### src/rtl/fc_pkg.sv
// rtl/fc_pkg.sv - shared constants and signed saturation for the FC classifier output stage
package fc_pkg;

  localparam int N_CLASSES = 10;
  localparam int FC_ACC_W  = 64;
  localparam int FC_BIAS_W = 6;

  // Widest value sat_s can clamp; callers sign-extend into this width.
  localparam int SAT_MAX_W = 128;

  function automatic logic signed [SAT_MAX_W-1:0] sat_s(
    input logic signed [SAT_MAX_W-1:0] value,
    input int                          w_out
  );
    logic signed [SAT_MAX_W-1:0] hi;
    logic signed [SAT_MAX_W-1:0] lo;
    if (w_out >= SAT_MAX_W) return value;
    hi = '1;
    hi = hi >> (SAT_MAX_W - w_out + 1);
    lo = ~hi;
    if (value > hi) return hi;
    if (value < lo) return lo;
    return value;
  endfunction

endpackage

### src/rtl/fc_argmax_tracker.sv
// rtl/fc_argmax_tracker.sv - running signed maximum and its index over a stream of scored beats
module fc_argmax_tracker #(
  parameter int W     = 64,
  parameter int IDX_W = 4
) (
  input  logic             clk,
  input  logic             rst_n,
  input  logic             valid,
  input  logic             first,
  input  logic [W-1:0]     value,
  input  logic [IDX_W-1:0] idx,
  output logic [W-1:0]     max_val,
  output logic [IDX_W-1:0] max_idx
);

  // Strict compare keeps the lowest index on ties.
  always_ff @(posedge clk or negedge rst_n) begin
    if (!rst_n) begin
      max_val <= '0;
      max_idx <= '0;
    end else if (valid && (first || ($signed(value) > $signed(max_val)))) begin
      max_val <= value;
      max_idx <= idx;
    end
  end

endmodule

### src/rtl/fc_bias_stream.sv
// rtl/fc_bias_stream.sv - streaming FC bias add with saturation and per-frame argmax
module fc_bias_stream
  import fc_pkg::*;
#(
  parameter int  W_IN   = FC_ACC_W,
  parameter int  W_BIAS = FC_BIAS_W,
  parameter int  W_OUT  = FC_ACC_W,
  parameter int  N_CH   = N_CLASSES,
  localparam int IDX_W  = $clog2(N_CH)
) (
  input  logic              clk,
  input  logic              rst_n,
  input  logic              bias_we,
  input  logic [IDX_W-1:0]  bias_addr,
  input  logic [W_BIAS-1:0] bias_wdata,
  input  logic              in_valid,
  output logic              in_ready,
  input  logic [W_IN-1:0]   in_data,
  input  logic              in_last,
  output logic              out_valid,
  input  logic              out_ready,
  output logic [W_OUT-1:0]  out_data,
  output logic [IDX_W-1:0]  out_ch,
  output logic              cls_valid,
  output logic [IDX_W-1:0]  cls_idx,
  output logic [W_OUT-1:0]  cls_score,
  output logic              err_len
);

  localparam logic [IDX_W-1:0] LAST_CH = IDX_W'(N_CH - 1);

  logic [W_BIAS-1:0] bias_q [N_CH];
  logic [IDX_W-1:0]  ch_cnt;
  logic [W_BIAS-1:0] bias_rd;
  logic [W_IN:0]     sum;
  logic [W_OUT-1:0]  sat_val;
  logic              accept;
  logic              first_beat;
  logic              last_beat;
  logic [W_OUT-1:0]  max_val;
  logic [IDX_W-1:0]  max_idx;

  assign in_ready   = !out_valid || out_ready;
  assign accept     = in_valid && in_ready;
  assign first_beat = (ch_cnt == '0);
  assign last_beat  = (ch_cnt == LAST_CH);

  // One extra bit of headroom means the add itself can never wrap.
  assign bias_rd = bias_q[ch_cnt];
  assign sum     = {in_data[W_IN-1], in_data}
                 + {{(W_IN + 1 - W_BIAS){bias_rd[W_BIAS-1]}}, bias_rd};
  assign sat_val = W_OUT'(sat_s(SAT_MAX_W'($signed(sum)), W_OUT));

  fc_argmax_tracker #(
    .W     (W_OUT),
    .IDX_W (IDX_W)
  ) u_argmax (
    .clk     (clk),
    .rst_n   (rst_n),
    .valid   (accept),
    .first   (first_beat),
    .value   (sat_val),
    .idx     (ch_cnt),
    .max_val (max_val),
    .max_idx (max_idx)
  );

  // Tracker updates on the same edge as the output register, so it already includes the final beat.
  assign cls_idx   = cls_valid ? max_idx : '0;
  assign cls_score = cls_valid ? max_val : '0;

  always_ff @(posedge clk or negedge rst_n) begin
    if (!rst_n) begin
      out_valid <= 1'b0;
      out_data  <= '0;
      out_ch    <= '0;
      cls_valid <= 1'b0;
      err_len   <= 1'b0;
      ch_cnt    <= '0;
    end else begin
      err_len <= accept && (in_last != last_beat);
      if (accept) begin
        out_valid <= 1'b1;
        out_data  <= sat_val;
        out_ch    <= ch_cnt;
        cls_valid <= last_beat;
        ch_cnt    <= (last_beat || in_last) ? '0 : ch_cnt + 1'b1;
      end else if (out_ready) begin
        out_valid <= 1'b0;
        cls_valid <= 1'b0;
      end
    end
  end

  // A same-cycle read sees the old entry because the write lands on the clock edge.
  always_ff @(posedge clk or negedge rst_n) begin
    if (!rst_n) begin
      for (int i = 0; i < N_CH; i++) bias_q[i] <= '0;
    end else if (bias_we && (int'(bias_addr) < N_CH)) begin
      bias_q[bias_addr] <= bias_wdata;
    end
  end

endmodule

### config.mk
export PLATFORM = sky130hd
export DESIGN_NAME = fc_bias_stream
export DESIGN_NICKNAME = d
export VERILOG_FILES = /design/src/rtl/fc_pkg.sv /design/src/rtl/fc_argmax_tracker.sv /design/src/rtl/fc_bias_stream.sv
export SDC_FILE = /design/constraint.sdc
export NUM_CORES = 1
export LEC_CHECK = 0
export ABC_CLOCK_PERIOD_IN_PS = 13400
export CORE_MARGIN = 5
export CORE_UTILIZATION = 30
export CTS_CLUSTER_DIAMETER = 60
export DETAILED_ROUTE_END_ITERATION = 7
export HOLD_SLACK_MARGIN = 0.08
export MAX_ROUTING_LAYER = met4
export PLACE_DENSITY = 0.48
export SYNTH_ARGS = -nofsm -noshare
export SYNTH_HDL_FRONTEND = slang
export SYNTH_SLANG_ARGS = --single-unit
### constraint.sdc
create_clock -name clk -period 13.4 [get_ports clk]
set_input_delay 2.01 -clock clk [delete_from_list [all_inputs] [get_ports clk]]
set_output_delay 2.01 -clock clk [all_outputs]
set_load 0.005 [all_outputs]
==> impl_metrics.yaml, run 1 <==
clocking:
  h-tree-depth: 1
  post_cts_buffers: 0
  insertion_delay_ns: 0.58
  cts_buffers: 28
  cts_sinks: 203
  ctsResizeCount: 0
  cts_tree: "built"
  cts_hold_buf: 0
  clk_pin_slew_ns: 0.06
  cts_root_buffer: "clkbuf_16"
  cts_max_path_buffers: 3
setup_path:
  regToRegSetupSlack_ns: 3.77
  arrival_ns: 10.09
  crit_slowest_cell: "mux2i_4"
  path_common_cell: "buf_4"
  worstSetupStartpointType: "flip-flop"
  timing.rr.end: "u_argmax.max_val[24]$_DFFE_PN0P_"
  crit_path_end_kind: "flip-flop"
  critPathMaxFanout: 59
  r2r_cells: 28
  slowest_delay_ns: 0.59
  crit_type: "reg2reg"
  required_ns: 13.85
  reg2reg_from: "ch_cnt[0]$_DFFE_PN0P_"
logic_synthesis:
  synth_compound_area_frac: 0.171
  synth_cells: 1603
  synth_xor_area_frac: 0.0330
  yosysUniqueCellTypes: 83
  synth.area.mux_share: 0.155
  netlist_area_um2: 15100
  yosysSeqAreaShare: 0.336
  synth_fp_nets: 1816
  synthArstFlopShare: 1.00
  synth_edf_count: 0
  ys_ff_latch: 203
  yosysWarnings: 0
  yosys.area_share.simple: 0.147
  ys.flop_type: "dfrtp_1"
  synth_top_family_by_area: "compound AO/OA/AOI/OAI gates"
  syn_avg_cell_area_um2: 9.44
  yosys.area_share.adder: 0.110
sta:
  tightest_slew_ns: 1.11
  maxSlewViolCount: 0
  tns_ns: 0
  setup_viol: 0
  hold_viol_final: 0
  min_period_over_period: 0.719
  skew_ns: 0.0258
  post-route-min-period_ns: 9.63
  rsz0062_at_grt: "no"
  max_clock_freq_mhz: 104
  slew_headroom: 0.256
finish:
  fillCellCount: 5131
  fin_nets: 1992
  layout_common_cells: "218 x clkdlybuf4s50_1, 202 x dfrtp_1, 178 x mux2_2"
  drive_gt1_frac: 0.163
  final_common_cell: "clkdlybuf4s50_1"
  syn_to_final_growth_pct: 25.1
  fin_util: 0.378
global_routing:
  use_met1: 0.257
  grt_remaining_overflow: 0
  grt_usage: 0.193
  first_global_vias: 13000
  grt_busiest_layer: "met2"
  grt_max_degree: 86
  grt_use_met2: 0.314
  antenna_found_initial: 2
  met3_usage: 0.0293
  grt_pass1_wl_um: 80200
worst_hold_path:
  min_path_type: "reg2reg"
  min_from: "out_ch[2]$_DFFE_PN0P_"
  hold_path_end: "out_ch[2]$_DFFE_PN0P_"
  hold_depth: 2
place:
  hpwl_um: 41000
  place.gp.congestion: 0.924
  io_buffer_count: 219
die:
  io_pins: 220
  coreArea_um2: 50100
  dieArea_um2: 55000
  die_w_um: 235
  dieHeight_um: 235
  rows: 82
  start_util: 0.302
routing:
  ant_nets: 0
  via_count: 12800
  routed_wl_um: 52900
  wl_per_cell_um: 21.4
  drc: 0
  firstDrtPassIters: 5
  drtIter0Drc: 715
  post_drt_via_cell_ratio: 5.17
run:
  drv_cap: 0
outcome:
  outcome: "complete, no violations"
-- cell usage after synthesis, drive strengths merged, types with 4 or more instances --
master	n	area [um^2]
xnor2	30	263
o21ai	106	531
or3	6	37.5
o221ai	5	43.8
o211ai	11	82.6
inv	85	319
a21o	25	188
and2	77	484
o31ai	17	146
o21a	16	120
a211oi	14	105
nor3b	4	30.0
nor4	7	50.1
nand4	43	269
nand3	17	90.1
xor2	27	236
a21oi	107	551
or2	5	31.3
ha	132	1650
nand2	145	544
o22ai	6	43.8
clkbuf	46	174
nand3b	6	45.0
buf	44	234
a31oi	23	144
nor2	81	304
a221oi	10	93.8
mux4	12	270
mux2	178	2000
nand2b	9	63.8
nor2b	8	50.1
a22oi	13	148
nor3	18	90.1
dfrtp	203	5080
mux2i	6	63.8
and4	4	35.0
o21bai	14	105
and3	7	43.8
-- metal layers --
layer,routed length (um),vias to the layer above
met3,2480,71
met1,24600,6242
li1,-,6176
met4,1150,0
met5,0,-
met2,24700,286
-- layout make-up --
class | instances | area [um^2] | share of cell area
diodes | 1 | 2.50 | 0.000132
multi-input cells | 1224 | 9360 | 0.494
inverters | 86 | 323 | 0.0171
well taps | 672 | 841 | 0.0444
flip-flops and latches | 203 | 5080 | 0.269
repair buffers | 236 | 2320 | 0.123
clock inverters | 11 | 183 | 0.00965
clock buffers | 39 | 812 | 0.0429
-- sequential cells by signal (all words and copies together) (netlist names) --
signal and cells:
bias_q 60, ch_cnt 4, out_valid 1, out_data 64, u_argmax.max_val 64, out_ch 4, cls_valid 1, u_argmax.max_idx 4
err_len 1
-- stage by stage --
step,hold WS (ns),setup WS [ns],std cells,instance area [um^2]
floorplan,0.470,4.37,1603,15100
global placement,0.464,3.59,2421,17900
detailed placement,0.470,3.43,2421,17900
CTS,0.488,3.73,2471,18900
global route,0.505,3.20,2472,18900
finish,0.482,3.77,2472,18900
-- worst max-delay path by stage --
| stage | to | startpoint | slack [ns] |
|---|---|---|---|
| 2_1_floorplan | u_argmax.max_idx[0]$_DFFE_PN0P_ | ch_cnt[0]$_DFFE_PN0P_ | 4.37 |
| 3_3_place_gp | u_argmax.max_val[36]$_DFFE_PN0P_ | in_data[3] | 3.59 |
| 3_5_place_dp | u_argmax.max_val[37]$_DFFE_PN0P_ | in_data[0] | 3.43 |
| 4_1_cts | u_argmax.max_val[20]$_DFFE_PN0P_ | ch_cnt[0]$_DFFE_PN0P_ | 3.73 |
| 5_1_grt | u_argmax.max_val[29]$_DFFE_PN0P_ | ch_cnt[0]$_DFFE_PN0P_ | 3.20 |
| 6_report | u_argmax.max_val[24]$_DFFE_PN0P_ | ch_cnt[0]$_DFFE_PN0P_ | 3.77 |
-- worst max-delay path: cells and delay by family (launching register included) --
family                   cells  cell delay, ns
adder cells (fa/ha/maj)      2            0.88
flip-flops                   1            0.32
buffers and inverters        4            1.65
AO/OA/AOI/OAI               11            2.89
XOR/XNOR                     1            0.19
AND/OR/NAND/NOR              7            1.87
multiplexers                 3            1.54
-- logic make-up after synthesis --
kind of cell             count (synthesis)
AO/OA/AOI/OAI                          395
XOR/XNOR                                57
adder cells (fa/ha/maj)                133
buffers and inverters                  176
flip-flops                             203
multiplexers                           196
AND/OR/NAND/NOR                        443
Power of run 1 is not shown: default switching activity piles up to over one toggle a cycle in this logic, so the estimate is an artifact.
==> run 2: changes to the inputs <==
--- a/config.mk
+++ b/config.mk
@@ -5,7 +5,7 @@
 export SDC_FILE = /design/constraint.sdc
 export NUM_CORES = 1
 export LEC_CHECK = 0
-export ABC_CLOCK_PERIOD_IN_PS = 13400
+export ABC_CLOCK_PERIOD_IN_PS = 9500
 export CORE_MARGIN = 5
 export CORE_UTILIZATION = 30
 export CTS_CLUSTER_DIAMETER = 60
==> constraint.sdc (replaced) <==
create_clock -name clk -period 9.5 [get_ports clk]
set_input_delay 1.425 -clock clk [delete_from_list [all_inputs] [get_ports clk]]
set_output_delay 1.425 -clock clk [all_outputs]
set_load 0.005 [all_outputs]
==> run 2 against run 1 <==
  * Maximum frequency is 10% higher
  * Wire length is 0.99% higher
  * Count of clock-buffer cells in the layout is 3 lower
  * Die area stayed put
  * Critical path type unchanged
==> impl_metrics.yaml, run 2 (same netlist as run 1, synthesis figures left out) <==
outcome:
  outcome: "complete, no violations"
global_routing:
  grt_pass1_wl_um: 81800
  grt_remaining_overflow: 0
  grt_usage: 0.197
  antenna_found_initial: 0
  grt_max_degree: 88
  first_global_vias: 13500
clocking:
  cts_tree: "built"
  clk_pin_slew_ns: 0.06
  cts_sinks: 203
  ctsResizeCount: 0
  cts_hold_buf: 0
  cts_root_buffer: "clkbuf_16"
  h-tree-depth: 1
  cts_buffers: 29
  post_cts_buffers: 0
  insertion_delay_ns: 0.57
  cts_max_path_buffers: 3
finish:
  drive_gt1_frac: 0.166
  syn_to_final_growth_pct: 25.9
  fin_nets: 2001
  final_common_cell: "clkdlybuf4s50_1"
  final_cells: 2481
  layout_common_cells: "218 x clkdlybuf4s50_1, 202 x dfrtp_1, 178 x mux2_2"
  fillCellCount: 5119
  reg_top3: "out_data: 64 flops, u_argmax.max_val: 64 flops, bias_q: 60 flops"
die:
  start_util: 0.302
  io_pins: 220
  dieArea_um2: 55000
  dieHeight_um: 235
  rows: 82
  die_w_um: 235
  coreArea_um2: 50100
setup_path:
  crit_slowest_cell: "dfrtp_1"
  slowest_delay_ns: 0.67
  worstSetupStartpointType: "flip-flop"
  critPathMaxFanout: 51
  arrival_ns: 9.20
  crit_path_end_kind: "flip-flop"
  regToRegSetupSlack_ns: 0.75
  crit_type: "reg2reg"
  required_ns: 9.95
place:
  dpl_worst_slack_ns: 0.745
  place.gp.congestion: 0.935
  io_buffer_count: 219
  dp_cells: 2429
  hpwl_um: 41800
sta:
  skew_ns: 0.0148
  rsz0062_at_grt: "no"
  maxSlewViolCount: 0
  setup_viol: 0
  post-route-min-period_ns: 8.75
  hold_viol_final: 0
  min_period_over_period: 0.921
  max_clock_freq_mhz: 114
  tns_ns: 0
  slew_headroom: 0.0902
  tightest_slew_ns: 1.36
  setup_ws_ns: 0.747
routing:
  ant_nets: 0
  firstDrtPassIters: 5
  via_count: 12900
  routed_wl_um: 53500
  wl_per_cell_um: 21.5
  drc: 0
  post_drt_via_cell_ratio: 5.18
  drtIter0Drc: 587
run:
  drv_cap: 0
worst_hold_path:
  min_path_type: "reg2reg"
-- run 2: layout make-up --
| type | count | area, um^2 | share of cell area |
|---|---|---|---|
| antenna | 1 | 2.50 | 0.000131 |
| clock buffer | 36 | 772 | 0.0405 |
| clock inverter | 15 | 262 | 0.0137 |
| inverter | 86 | 323 | 0.0169 |
| multi-input combinational | 1224 | 9360 | 0.491 |
| sequential | 203 | 5080 | 0.267 |
| tap | 672 | 841 | 0.0441 |
| timing repair buffer | 244 | 2410 | 0.126 |
-- run 2: routing by layer --
metal	wire, um	vias up	part of all wire	GRT usage
met1	24700	6295	0.46	0.259
li1	-	6198	-	-
met4	1570	0	0.029	0.0538
met2	24800	274	0.46	0.320
met5	0	-	0	-
met3	2390	90	0.045	0.0277
-- run 2: path summary, 6_finish.rpt --
kind                       depth (start not counted)                          endpoint             startpoint
hold reg to reg                                    2             out_ch[0]$_DFFE_PN0P_  out_ch[0]$_DFFE_PN0P_
min in group asynchronous                          1          out_data[38]$_DFFE_PN0P_                  rst_n
max in group asynchronous                          2            bias_q[43]$_DFFE_PN0P_                  rst_n
hold / removal                                     2             out_ch[0]$_DFFE_PN0P_  out_ch[0]$_DFFE_PN0P_
setup reg to reg                                  28  u_argmax.max_val[23]$_DFFE_PN0P_  ch_cnt[0]$_DFFE_PN0P_
setup / recovery                                  28  u_argmax.max_val[23]$_DFFE_PN0P_  ch_cnt[0]$_DFFE_PN0P_
-- run 2: metrics by stage --
stage | hold WS, ns | util | cell area, um^2
3_3_place_gp | 0.467 | 0.360 | 18000
3_5_place_dp | 0.474 | 0.360 | 18000
6_report | 0.488 | 0.380 | 19000
4_1_cts | 0.496 | 0.380 | 19000
5_1_grt | 0.520 | 0.380 | 19000
2_1_floorplan | 0.470 | - | 15100
-- run 2: worst max-delay path, delay by kind of cell, from the launching register on --
family                   cells  cell delay (ns)
buffers and inverters        4             1.23
flip-flops                   1             0.67
AND/OR/NAND/NOR              8             2.06
XOR/XNOR                     1             0.19
AO/OA/AOI/OAI               10             2.36
multiplexers                 3             1.17
adder cells (fa/ha/maj)      2             0.81
Power of run 2 is left out for the same reason.
